`config.mk`:
```
export PLATFORM = sky130hd
export DESIGN_NAME = rs_dispatch_router
export DESIGN_NICKNAME = d
export VERILOG_FILES = /design/src/rtl/rs_dispatch_pkg.sv /design/src/rtl/rs_dispatch_fifo.sv /design/src/rtl/rs_dispatch_router.sv
export SDC_FILE = /design/constraint.sdc
export NUM_CORES = 2
export LEC_CHECK = 0
export ABC_CLOCK_PERIOD_IN_PS = 36200
export BUFFER_PORTS_ARGS = -buffer_cell sky130_fd_sc_hd__buf_2
export CORE_ASPECT_RATIO = 0.8
export CORE_UTILIZATION = 25
export DETAILED_ROUTE_END_ITERATION = 12
export HOLD_SLACK_MARGIN = 0.08
export PLACE_DENSITY = 0.48
export SYNTH_ARGS = -nofsm -noshare
export SYNTH_HDL_FRONTEND = slang
export SYNTH_HIERARCHICAL = 1
export SYNTH_SLANG_ARGS = --single-unit
```
`constraint.sdc`:
```
create_clock -name clk -period 36.2 [get_ports clk]
set_input_delay 1.81 -clock clk [delete_from_list [all_inputs] [get_ports clk]]
set_output_delay 1.81 -clock clk [all_outputs]
set_load 0.01 [all_outputs]
```
`src/rtl/rs_dispatch_pkg.sv`:
```
// ---------------------------------------------------------------------------
// rs_dispatch_pkg
//   Shared definitions for the reservation-station dispatch router:
//   functional-unit class numbers, opcode constants, the packed payload
//   carried to each reservation station, and the class decode helpers.
//
//   Payload widths are fixed here. The router's DATA_W / PREG_W / INUM_W
//   parameters default to these values and must be left equal to them.
// ---------------------------------------------------------------------------
package rs_dispatch_pkg;

  // Functional-unit classes; classes above FU_DIV never receive entries.
  localparam int FU_ALU = 0;
  localparam int FU_MUL = 1;
  localparam int FU_DIV = 2;

  localparam logic [6:0] OP_R      = 7'b0110011;
  localparam logic [6:0] OP_JAL    = 7'b1101111;
  localparam logic [6:0] OP_JALR   = 7'b1100111;
  localparam logic [6:0] OP_BR     = 7'b1100011;
  localparam logic [6:0] OP_NOP    = 7'b0000000;
  localparam logic [6:0] F7_MULDIV = 7'b0000001;

  localparam int RS_DATA_W = 32;
  localparam int RS_PREG_W = 8;
  localparam int RS_INUM_W = 32;
  localparam int CTRL_W    = 11;

  // One reservation-station entry, MSB first.
  typedef struct packed {
    logic [RS_DATA_W-1:0] operand1;
    logic [RS_DATA_W-1:0] operand2;
    logic [RS_DATA_W-1:0] pc;
    logic [RS_DATA_W-1:0] immediate;
    logic [2:0]           func3;
    logic [CTRL_W-1:0]    ctrl;       // {MemToReg, MemRead, MemWrite, ALUOP[3:0], ALUSrc1, ALUSrc2, Jump, Branch}
    logic [RS_PREG_W-1:0] rd_phy;
    logic [RS_PREG_W-1:0] op1_phy;
    logic [RS_PREG_W-1:0] op2_phy;
    logic [1:0]           opvalid;
    logic [RS_INUM_W-1:0] inst_num;
    logic                 taken;
    logic                 hit;
  } payload_t;

  localparam int PAYLOAD_W = $bits(payload_t);

  typedef logic [1:0] fu_class_t;

  // M-extension R-type ops split on func3[2]: multiplies below, divides/remainders above.
  function automatic fu_class_t classify(input logic [6:0] opcode,
                                         input logic [6:0] funct7,
                                         input logic [2:0] func3);
    fu_class_t cls;
    cls = fu_class_t'(FU_ALU);
    if (opcode == OP_R && funct7 == F7_MULDIV)
      cls = func3[2] ? fu_class_t'(FU_DIV) : fu_class_t'(FU_MUL);
    return cls;
  endfunction

  // Only control-transfer instructions carry meaningful predictor state.
  function automatic logic keeps_prediction(input logic [6:0] opcode);
    return (opcode == OP_JAL) || (opcode == OP_JALR) || (opcode == OP_BR);
  endfunction

endpackage

```
`src/rtl/rs_dispatch_fifo.sv`:
```
// ---------------------------------------------------------------------------
// rs_dispatch_fifo
//   Single-class FIFO feeding one reservation station. Entries younger than
//   a flush boundary are killed in place; a killed head is drained silently
//   one per cycle while out_valid stays low.
//
//   Ports
//     clk, reset       clock, asynchronous active-low reset
//     push, push_data  write request (ignored when full) and entry
//     full             no free slot
//     flush_valid      kill entries with inst_num > flush_inst_num
//     flush_inst_num   flush boundary (unsigned compare)
//     out_valid        head is occupied and live
//     out_ready        consumer accepts the head
//     out_payload      head entry, zero when out_valid is low
//     count            occupied slots, dead or live
// ---------------------------------------------------------------------------
module rs_dispatch_fifo
  import rs_dispatch_pkg::*;
#(
  parameter int BUF_DEPTH = 4
) (
  input  logic                       clk,
  input  logic                       reset,
  input  logic                       push,
  input  payload_t                   push_data,
  output logic                       full,
  input  logic                       flush_valid,
  input  logic [RS_INUM_W-1:0]       flush_inst_num,
  output logic                       out_valid,
  input  logic                       out_ready,
  output payload_t                   out_payload,
  output logic [$clog2(BUF_DEPTH):0] count
);

  localparam int IDX_W = $clog2(BUF_DEPTH);

  payload_t             mem [BUF_DEPTH];
  logic [BUF_DEPTH-1:0] alive;
  logic [BUF_DEPTH-1:0] alive_next;
  logic [BUF_DEPTH-1:0] kill;
  logic [IDX_W:0]       wr_ptr;
  logic [IDX_W:0]       rd_ptr;
  logic [IDX_W-1:0]     wr_idx;
  logic [IDX_W-1:0]     rd_idx;
  logic                 occupied;
  logic                 head_alive;
  logic                 pop;
  logic                 do_push;

  assign wr_idx = wr_ptr[IDX_W-1:0];
  assign rd_idx = rd_ptr[IDX_W-1:0];

  // Pointers carry one extra wrap bit so full and empty are distinguishable.
  assign count    = wr_ptr - rd_ptr;
  assign occupied = (wr_ptr != rd_ptr);
  assign full     = (wr_ptr[IDX_W] != rd_ptr[IDX_W]) && (wr_idx == rd_idx);

  assign head_alive = alive[rd_idx];
  assign out_valid  = occupied && head_alive;
  // A dead head leaves regardless of out_ready: it was never offered.
  assign pop        = occupied && (!head_alive || out_ready);
  assign do_push    = push && !full;

  // Gating keeps the bus quiet while nothing live is offered, so the
  // unreset storage never shows through.
  assign out_payload = out_valid ? mem[rd_idx] : '0;

  // NOTE: every variable assigned in always_comb gets a default first; a path
  // that skips an assignment would otherwise infer a latch.
  always_comb begin
    kill = '0;
    for (int i = 0; i < BUF_DEPTH; i++)
      kill[i] = flush_valid && (mem[i].inst_num > flush_inst_num);
  end

  // Push goes to a free slot, so it never collides with a killed or popped one.
  always_comb begin
    alive_next = alive & ~kill;
    if (pop)
      alive_next[rd_idx] = 1'b0;
    if (do_push)
      alive_next[wr_idx] = 1'b1;
  end

  // NOTE: state registers use non-blocking assignments so every flop samples
  // the pre-edge values, independent of statement order.
  always_ff @(posedge clk or negedge reset) begin
    if (!reset) begin
      wr_ptr <= '0;
      rd_ptr <= '0;
      alive  <= '0;
    end else begin
      alive <= alive_next;
      if (do_push)
        wr_ptr <= wr_ptr + 1'b1;
      if (pop)
        rd_ptr <= rd_ptr + 1'b1;
    end
  end

  // NOTE: entry storage is not reset; the valid bits and pointers alone decide
  // what is visible, which keeps the array free of reset fan-out.
  always_ff @(posedge clk) begin
    if (do_push)
      mem[wr_idx] <= push_data;
  end

endmodule

```
`src/rtl/rs_dispatch_router.sv`:
```
// ---------------------------------------------------------------------------
// rs_dispatch_router
//   Registered dispatch stage between rename/decode and the ALU, MUL and DIV
//   reservation stations. Each decoded instruction is classified, stripped
//   of predictor bits unless it is a control transfer, and pushed into its
//   class FIFO. Bubbles (opcode 0) are accepted and dropped. A selective
//   flush kills stored entries and the same-cycle input younger than
//   flush_inst_num. Nothing on in_* reaches out_* combinationally.
//
//   Ports
//     clk, reset             clock, asynchronous active-low reset
//     in_valid / in_ready    input handshake
//     in_opcode, in_func3, in_funct7, in_operand1/2, in_pc, in_immediate,
//     in_ctrl, in_rd_phy, in_op1_phy, in_op2_phy, in_opvalid, in_inst_num,
//     in_taken, in_hit       decoded instruction fields
//     flush_valid, flush_inst_num   selective flush
//     out_valid / out_ready  per-class handshake to the reservation stations
//     out_payload            per-class head entry (payload_t slices)
//     out_count              per-class occupancy
// ---------------------------------------------------------------------------
module rs_dispatch_router
  import rs_dispatch_pkg::*;
#(
  parameter int NUM_FU    = 3,
  parameter int BUF_DEPTH = 4,
  parameter int DATA_W    = RS_DATA_W,
  parameter int PREG_W    = RS_PREG_W,
  parameter int INUM_W    = RS_INUM_W
) (
  input  logic                                      clk,
  input  logic                                      reset,
  input  logic                                      in_valid,
  output logic                                      in_ready,
  input  logic [6:0]                                in_opcode,
  input  logic [2:0]                                in_func3,
  input  logic [6:0]                                in_funct7,
  input  logic [DATA_W-1:0]                         in_operand1,
  input  logic [DATA_W-1:0]                         in_operand2,
  input  logic [DATA_W-1:0]                         in_pc,
  input  logic [DATA_W-1:0]                         in_immediate,
  input  logic [CTRL_W-1:0]                         in_ctrl,
  input  logic [PREG_W-1:0]                         in_rd_phy,
  input  logic [PREG_W-1:0]                         in_op1_phy,
  input  logic [PREG_W-1:0]                         in_op2_phy,
  input  logic [1:0]                                in_opvalid,
  input  logic [INUM_W-1:0]                         in_inst_num,
  input  logic                                      in_taken,
  input  logic                                      in_hit,
  input  logic                                      flush_valid,
  input  logic [INUM_W-1:0]                         flush_inst_num,
  output logic [NUM_FU-1:0]                         out_valid,
  input  logic [NUM_FU-1:0]                         out_ready,
  output logic [NUM_FU*PAYLOAD_W-1:0]               out_payload,
  output logic [NUM_FU*($clog2(BUF_DEPTH)+1)-1:0]   out_count
);

  localparam int CNT_W = $clog2(BUF_DEPTH) + 1;

  logic              is_bubble;
  logic              keep_pred;
  logic              flush_hit;
  fu_class_t         in_class;
  payload_t          in_entry;
  logic [NUM_FU-1:0] full;
  logic [NUM_FU-1:0] push;

  assign is_bubble = (in_opcode == OP_NOP);
  assign in_class  = classify(in_opcode, in_funct7, in_func3);
  assign keep_pred = keeps_prediction(in_opcode);

  // Readiness looks only at the target FIFO's current fullness; a pop in the
  // same cycle does not open a slot early.
  assign in_ready  = is_bubble || !full[in_class];

  // An input younger than a same-cycle flush is accepted but not stored.
  assign flush_hit = flush_valid && (in_inst_num > flush_inst_num);

  always_comb begin
    push = '0;
    if (in_valid && in_ready && !is_bubble && !flush_hit)
      push[in_class] = 1'b1;
  end

  always_comb begin
    in_entry           = '0;
    in_entry.operand1  = in_operand1;
    in_entry.operand2  = in_operand2;
    in_entry.pc        = in_pc;
    in_entry.immediate = in_immediate;
    in_entry.func3     = in_func3;
    in_entry.ctrl      = in_ctrl;
    in_entry.rd_phy    = in_rd_phy;
    in_entry.op1_phy   = in_op1_phy;
    in_entry.op2_phy   = in_op2_phy;
    in_entry.opvalid   = in_opvalid;
    in_entry.inst_num  = in_inst_num;
    in_entry.taken     = keep_pred && in_taken;
    in_entry.hit       = keep_pred && in_hit;
  end

  for (genvar c = 0; c < NUM_FU; c++) begin : g_fu
    if (c <= FU_DIV) begin : g_live
      payload_t         head;
      logic [CNT_W-1:0] cnt;

      rs_dispatch_fifo #(
        .BUF_DEPTH(BUF_DEPTH)
      ) u_fifo (
        .clk           (clk),
        .reset         (reset),
        .push          (push[c]),
        .push_data     (in_entry),
        .full          (full[c]),
        .flush_valid   (flush_valid),
        .flush_inst_num(flush_inst_num),
        .out_valid     (out_valid[c]),
        .out_ready     (out_ready[c]),
        .out_payload   (head),
        .count         (cnt)
      );

      assign out_payload[c*PAYLOAD_W +: PAYLOAD_W] = head;
      assign out_count[c*CNT_W +: CNT_W]           = cnt;
    end else begin : g_unused
      // No decode ever selects these classes; they stay permanently idle.
      assign full[c]                               = 1'b1;
      assign out_valid[c]                          = 1'b0;
      assign out_payload[c*PAYLOAD_W +: PAYLOAD_W] = '0;
      assign out_count[c*CNT_W +: CNT_W]           = '0;
    end
  end

endmodule
```
# After elaboration in Yosys (flattened, before gate mapping)
# Memory sizes are Yosys's and may differ from the RTL's.
# Cells that the tools add are included.
# totals
regBits	30
mem_bits_rw	2424
inputBits	255
output_inout_bits	619
n_memories	3
# op_classes
n_addsub	9
n_lt_le_gt_ge	27
n_eq_ne	14
n_mux	40
bitwise	15
reduce_logical	54
# memory_table
memory	words	width	read_ports	rd_clocked_by_memory_dff	write_ports	line	source
g_fu[0].g_live.u_fifo.mem	4	202	5	0	1	rs_dispatch_fifo.sv:38	payload_t mem [BUF_DEPTH];
g_fu[1].g_live.u_fifo.mem	4	202	5	0	1	rs_dispatch_fifo.sv:38	
g_fu[2].g_live.u_fifo.mem	4	202	5	0	1	rs_dispatch_fifo.sv:38	
# op_table
operator	n
202-bit 2-to-1 mux	3
32-bit greater-than comparator	13
1-bit logical AND	38
4-bit AND	6
4-bit 2-to-1 mux	6
4-bit NOT	6
7-bit equality test, second input constant	3
2-bit by 3-bit less-than comparator with 1-bit output, second input constant	7
3-bit by 1-bit adder with 3-bit output, second input constant	6
1-bit 2-to-1 mux	17
1-bit demux with 2-bit select	7
2-bit by 1-bit >= comparator with 1-bit output, second input constant	7
4-bit bitwise OR	3
1-bit logical NOT	9
3-bit != test	3
3-bit subtractor	3
1-bit binary-select mux with 2-bit select	4
7-bit by 1-bit equality test with 1-bit output, second input constant	1
7-bit by 6-bit equality test with 1-bit output, second input constant	1
7-bit logical NOT	1
2-bit equality test	3
1-bit logical OR	6
2-bit 2-to-1 mux	2
3-bit 2-to-1 mux	1
1-bit != test	3

# Logic depth before layout (Yosys ltp)
# depth
ltp_word	14
mapped_depth	16

# Hierarchy
# Netlist, hierarchy kept.
# by_module_without_submodules
mod	n_inst	cells_each	area_each_um2	seq_area_each_um2
rs_dispatch_fifo at g_fu[0].g_live.u_fifo	1	1741	33993.9	24513.5
rs_dispatch_fifo at g_fu[1].g_live.u_fifo	1	1738	33987.6	24513.5
rs_dispatch_fifo at g_fu[2].g_live.u_fifo	1	1708	33900.0	24513.5
rs_dispatch_router	1	137	1011.0	0.0

# Worst setup path after synthesis
# OpenSTA, ideal clock, no wires.
# synth_path
path_kind	in2reg
startpoint	input port flush_inst_num[31]
endpoint	memory g_fu[1].g_live.u_fifo/mem[2][0] in the netlist's numbering, enable pin
setup_ps	770
arrival_time_ps	12226
required_time_ps	35430
slack_ps	23204
path_stages	9
path_buffers	0
path_cell_list	inv_1 -> ha_1 -> nand4_2 -> or4_4 -> o31a_1 -> a2bb2oi_1 -> nor4_1 -> nand2_1 -> nor2_1
# synth_between
elab_chain_cells	8
# synth_lines
element	line	source
from (decl)	rs_dispatch_router.sv:50	input logic [INUM_W-1:0] flush_inst_num,
32-bit greater-than comparator	rs_dispatch_router.sv:76	assign flush_hit = flush_valid && (in_inst_num > flush_inst_num);
1-bit logical AND	rs_dispatch_router.sv:76	
1-bit logical NOT	rs_dispatch_router.sv:80	if (in_valid && in_ready && !is_bubble && !flush_hit)
1-bit logical AND	rs_dispatch_router.sv:80	
3-bit 2-to-1 mux	rs_dispatch_router.sv:80	
net push[1]	rs_dispatch_router.sv:65	logic [NUM_FU-1:0] push;
1-bit logical AND	rs_dispatch_fifo.sv:63	assign do_push = push && !full;
1-bit 2-to-1 mux	rs_dispatch_fifo.sv:105	if (do_push)
1-bit 2-to-1 mux (not written as such)	rs_dispatch_fifo.sv:106	mem[wr_idx] <= push_data;
to (decl)	rs_dispatch_fifo.sv:38	
# The timed path passes the listed nets, and every way through them passes these cells.

# Final worst setup path
# layout_path
startpoint	input port in_inst_num[23]
endpoint	memory g_fu[2].g_live.u_fifo/mem[2][197] in the netlist's numbering, enable pin
# layout_between
elab_chain_cells	8
# layout_lines
element	line	source
from (decl)	rs_dispatch_router.sv:46	input logic [INUM_W-1:0] in_inst_num,
32-bit greater-than comparator	rs_dispatch_router.sv:76	
1-bit logical AND	rs_dispatch_router.sv:76	
1-bit logical NOT	rs_dispatch_router.sv:80	
1-bit logical AND	rs_dispatch_router.sv:80	
3-bit 2-to-1 mux	rs_dispatch_router.sv:80	
net push[2]	rs_dispatch_router.sv:65	
1-bit logical AND	rs_dispatch_fifo.sv:63	
1-bit 2-to-1 mux	rs_dispatch_fifo.sv:105	
1-bit 2-to-1 mux (not written as such)	rs_dispatch_fifo.sv:106	
to (decl)	rs_dispatch_fifo.sv:38	
# The timed path passes the listed nets, and every way through them passes these cells.

==> results.yml <==
synth:
  synth.distinct_cells: 70
  synth_top_cell_area_share: 0.707
  synthFlopType: "edfxtp_1"
  synth_most_common_cell: "edfxtp_1"
  synth-edff-count: 2424
  synth_area_leaders: "edfxtp_1 (71%), mux4_2 (13%), ha_1 (5.4%)"
  synthArstFlopShare: 0.0122
  synth_area_um2: 103000
  ys_ff_latch: 2454
  syn_area_per_cell_um2: 19.3
  yosysSeqAreaShare: 0.715
  ys_warn_count: 6
  yosys-top-cells-count: "edfxtp_1 (2,424), mux4_2 (608), ha_1 (446)"
  synth_nets: 6028
  yosysTopAreaCell: "edfxtp_1"
  postSynthCellCount: 5324
clocking:
  clk_pin_slew_worst_paths_ps: 60
  cts_resized: 0
  numCtsBuffers: 274
  h-tree-depth: 5
  worstSkewPairLatency_ps: 900
  post-cts-setup-buffers: 0
  ctsHoldBuffers: 0
  cts_root_buffer: "clkbuf_16"
  cts_buffer_depth: 4
  cts_tree: "done"
  cts_sinks: 2454
timing:
  finalCriticalPeriod_ps: 6920
  rsz0062_at_grt: "no"
  fin_crit_sh: 0.191
  max-slew-margin-rel: 0.116
  slew_viol_final: 0
  setup_viol: 0
  worst_slew_pin_slew_ps: 1330
  fin_setup_tns_ps: 0
  skew_ps: 37.2
  setup_ws_ps: 29280
  max_freq_mhz: 145
  hold_viol: 0
floorplan:
  start_util: 0.251
  core_um2: 409000
  ios: 874
  die_area_um2: 414000
  core.rowCount: 210
  fp.dieH_um: 576
  die_w_um: 719
route:
  routed.top_layer: "met5"
  wl_met1_um: 150000
  met2_length_um: 145000
  antenna_left: 0
  drc: 0
  drt_wl_total_um: 332000
  route.vias.total: 56500
  wl_per_cell_um: 27.7
  dr.pass1.iters: 5
  via_per_inst: 4.73
  wl_met3_um: 28100
  drt_iter0_markers: 5504
critical_path:
  crit_chain: "buf_2, ha_1, nand4_1, or4_4, o31a_1, a2bb2oi_1, nor4b_2, and3_4, buf_4, buf_4, buf_4"
  crit_top_cell: "buf_4"
  crit_path_end: "g_fu[2].g_live.u_fifo/mem[2][197]"
  path_depth: 11
  cp_data_arrival_time_ps: 7410
  critPathSlowestCell: "nor4b_2"
  end_kind: "flip-flop"
  worstPathMaxFanout: 45
  path_class: "in2reg"
  rr_worst_depth: 12
  startpoint_type: "input pin"
  regToRegEndpoint: "g_fu[2].g_live.u_fifo/mem[2][197]"
  worstSetupStartpoint: "in_inst_num[23]"
  slowest_delay_ps: 690
  critPathBufInv: 4
  r2r_setup_slack_ps: 29630
  crit_family: "simple AND/OR/NAND/NOR gates"
  r2r-start: "g_fu[2].g_live.u_fifo/rd_ptr[1]"
  crit_required_ps: 36700
layout:
  area_delta_synth_final_pct: 19.1
  multi_input_area_um2: 27700
  fillers: 40200
  drive_above_1_share: 0.307
  nNetsFinal: 7028
  fin_cells: 12000
  regArea_um2: 73600
global_route:
  grt_overflow: 0
  grt_pass1_vias: 57700
  grt_max_degree: 92
  grtUsageTotal: 0.155
  grt_pass1_wl_um: 461000
  antenna_found_initial: 48
power_and_ir_drop:
  power.density_nw_per_um2: 69.1
  swShare: 0.309
  intPower_w: 0.00586
  p_sw_w: 0.00262
  combPwrFrac: 0.264
  p_leak_nw: 43.8
  pwr-share-seq: 0.414
  vdd_drop_max_mv: 0.0540
  clkPwrFrac: 0.321
placement:
  dp_slack_ps: 28350
  hpwl_um: 229000
  io_buffers: 873
  gp_congestion: 0.856
  dp.cells: 11500
min_path:
  hp-class: "reg2reg"
run_status:
  status: "finished, final reports clean"
job:
  cap_viol_max_count: 0
per-stage QoR:
step,instance area (µm²),utilization,hold WS [ps],power (W)
after floorplan,103000,-,462,0.00499
after global placement,114000,0.278,479,0.00586
after detailed placement,114000,0.278,480,0.00587
after CTS,123000,0.299,490,0.00862
after global routing,123000,0.299,504,0.00883
final,123000,0.299,489,0.00847
kinds of logic (layout without fill, tap and decap cells):
logic type,Yosys count,in the layout,synth area share
AO/OA/AOI/OAI,344,344,0.0204
XOR/XNOR,18,18,0.00153
adder cells (fa/ha/maj),449,449,0.0548
buffers and inverters,433,1640,0.0167
flip-flops,2454,2454,0.715
multiplexers,615,615,0.134
other,0,14,0
AND/OR/NAND/NOR,1011,1011,0.0580
worst reg2reg max path: cells and delay by family, from the launching register on:
family,cells,cell delay [ps]
adder cells (fa/ha/maj),1,390
buffers and inverters,5,2450
flip-flops,1,950
multiplexers,1,390
AND/OR/NAND/NOR,5,1850
routing by layer:
| metal | up-vias | track usage |
|---|---|---|
| met4 | 16 | 0.0390 |
| met3 | 402 | 0.0427 |
| met2 | 2074 | 0.231 |
| met5 | - | 0 |
| met1 | 30200 | 0.222 |
| li1 | 23900 | - |
sequential cells by signal, summed over array words and instances (netlist names):
register,flops
g_fu.g_live.u_fifo/mem,2424
g_fu.g_live.u_fifo/alive,12
g_fu.g_live.u_fifo/rd_ptr,9
g_fu.g_live.u_fifo/wr_ptr,9
worst min path at each step:
stage	slack, ps	start	end	cells after the start
2_1_floorplan	460	g_fu[0].g_live.u_fifo/wr_ptr[2]	g_fu[0].g_live.u_fifo/wr_ptr[2]	1
3_3_place_gp	480	g_fu[0].g_live.u_fifo/wr_ptr[2]	g_fu[0].g_live.u_fifo/wr_ptr[2]	1
3_5_place_dp	480	g_fu[0].g_live.u_fifo/wr_ptr[2]	g_fu[0].g_live.u_fifo/wr_ptr[2]	1
4_1_cts	490	g_fu[2].g_live.u_fifo/wr_ptr[2]	g_fu[2].g_live.u_fifo/wr_ptr[2]	1
5_1_grt	500	g_fu[2].g_live.u_fifo/wr_ptr[2]	g_fu[2].g_live.u_fifo/wr_ptr[2]	1
6_report	490	g_fu[1].g_live.u_fifo/rd_ptr[2]	g_fu[1].g_live.u_fifo/rd_ptr[2]	1
cells in the final DEF, fill, tap and decap left out, drive strengths merged, types with 17 or more instances in the layout:
cell,netlist,final
edfxtp,2424,2424
buf,75,975
mux4,608,608
ha,446,446
and3,412,412
clkbuf,176,328
nor2b,213,213
inv,182,199
a21oi,181,181
nand2,140,140
clkinv,0,112
nand4,79,79
nand3,55,55
o21ai,52,52
dfrtp,30,30
nor2,25,25
a221oi,19,19
a21o,18,18
bufinv,0,18
o211ai,17,17
power groups by stage:
stage | Clock, W | Sequential [W] | Combinational (W)
finish | 0.00272 | 0.00351 | 0.00224
global route | 0.00290 | 0.00353 | 0.00240
CTS | 0.00280 | 0.00352 | 0.00231
detailed placement | 0 | 0.00358 | 0.00229
global placement | 0 | 0.00357 | 0.00230
floorplan | 0 | 0.00355 | 0.00144
layout make-up:
cell class                      count  share of cell area
Multi-Input combinational cell   2437               0.226
Clock inverter                    155              0.0116
Inverter                          182             0.00570
Tap cell                         5406              0.0552
Clock buffer                      328              0.0583
Antenna cell                       14            0.000286
Sequential cell                  2454               0.600
Timing Repair Buffer              975              0.0422
No activity file was read; power rests on OpenSTA's default activity.
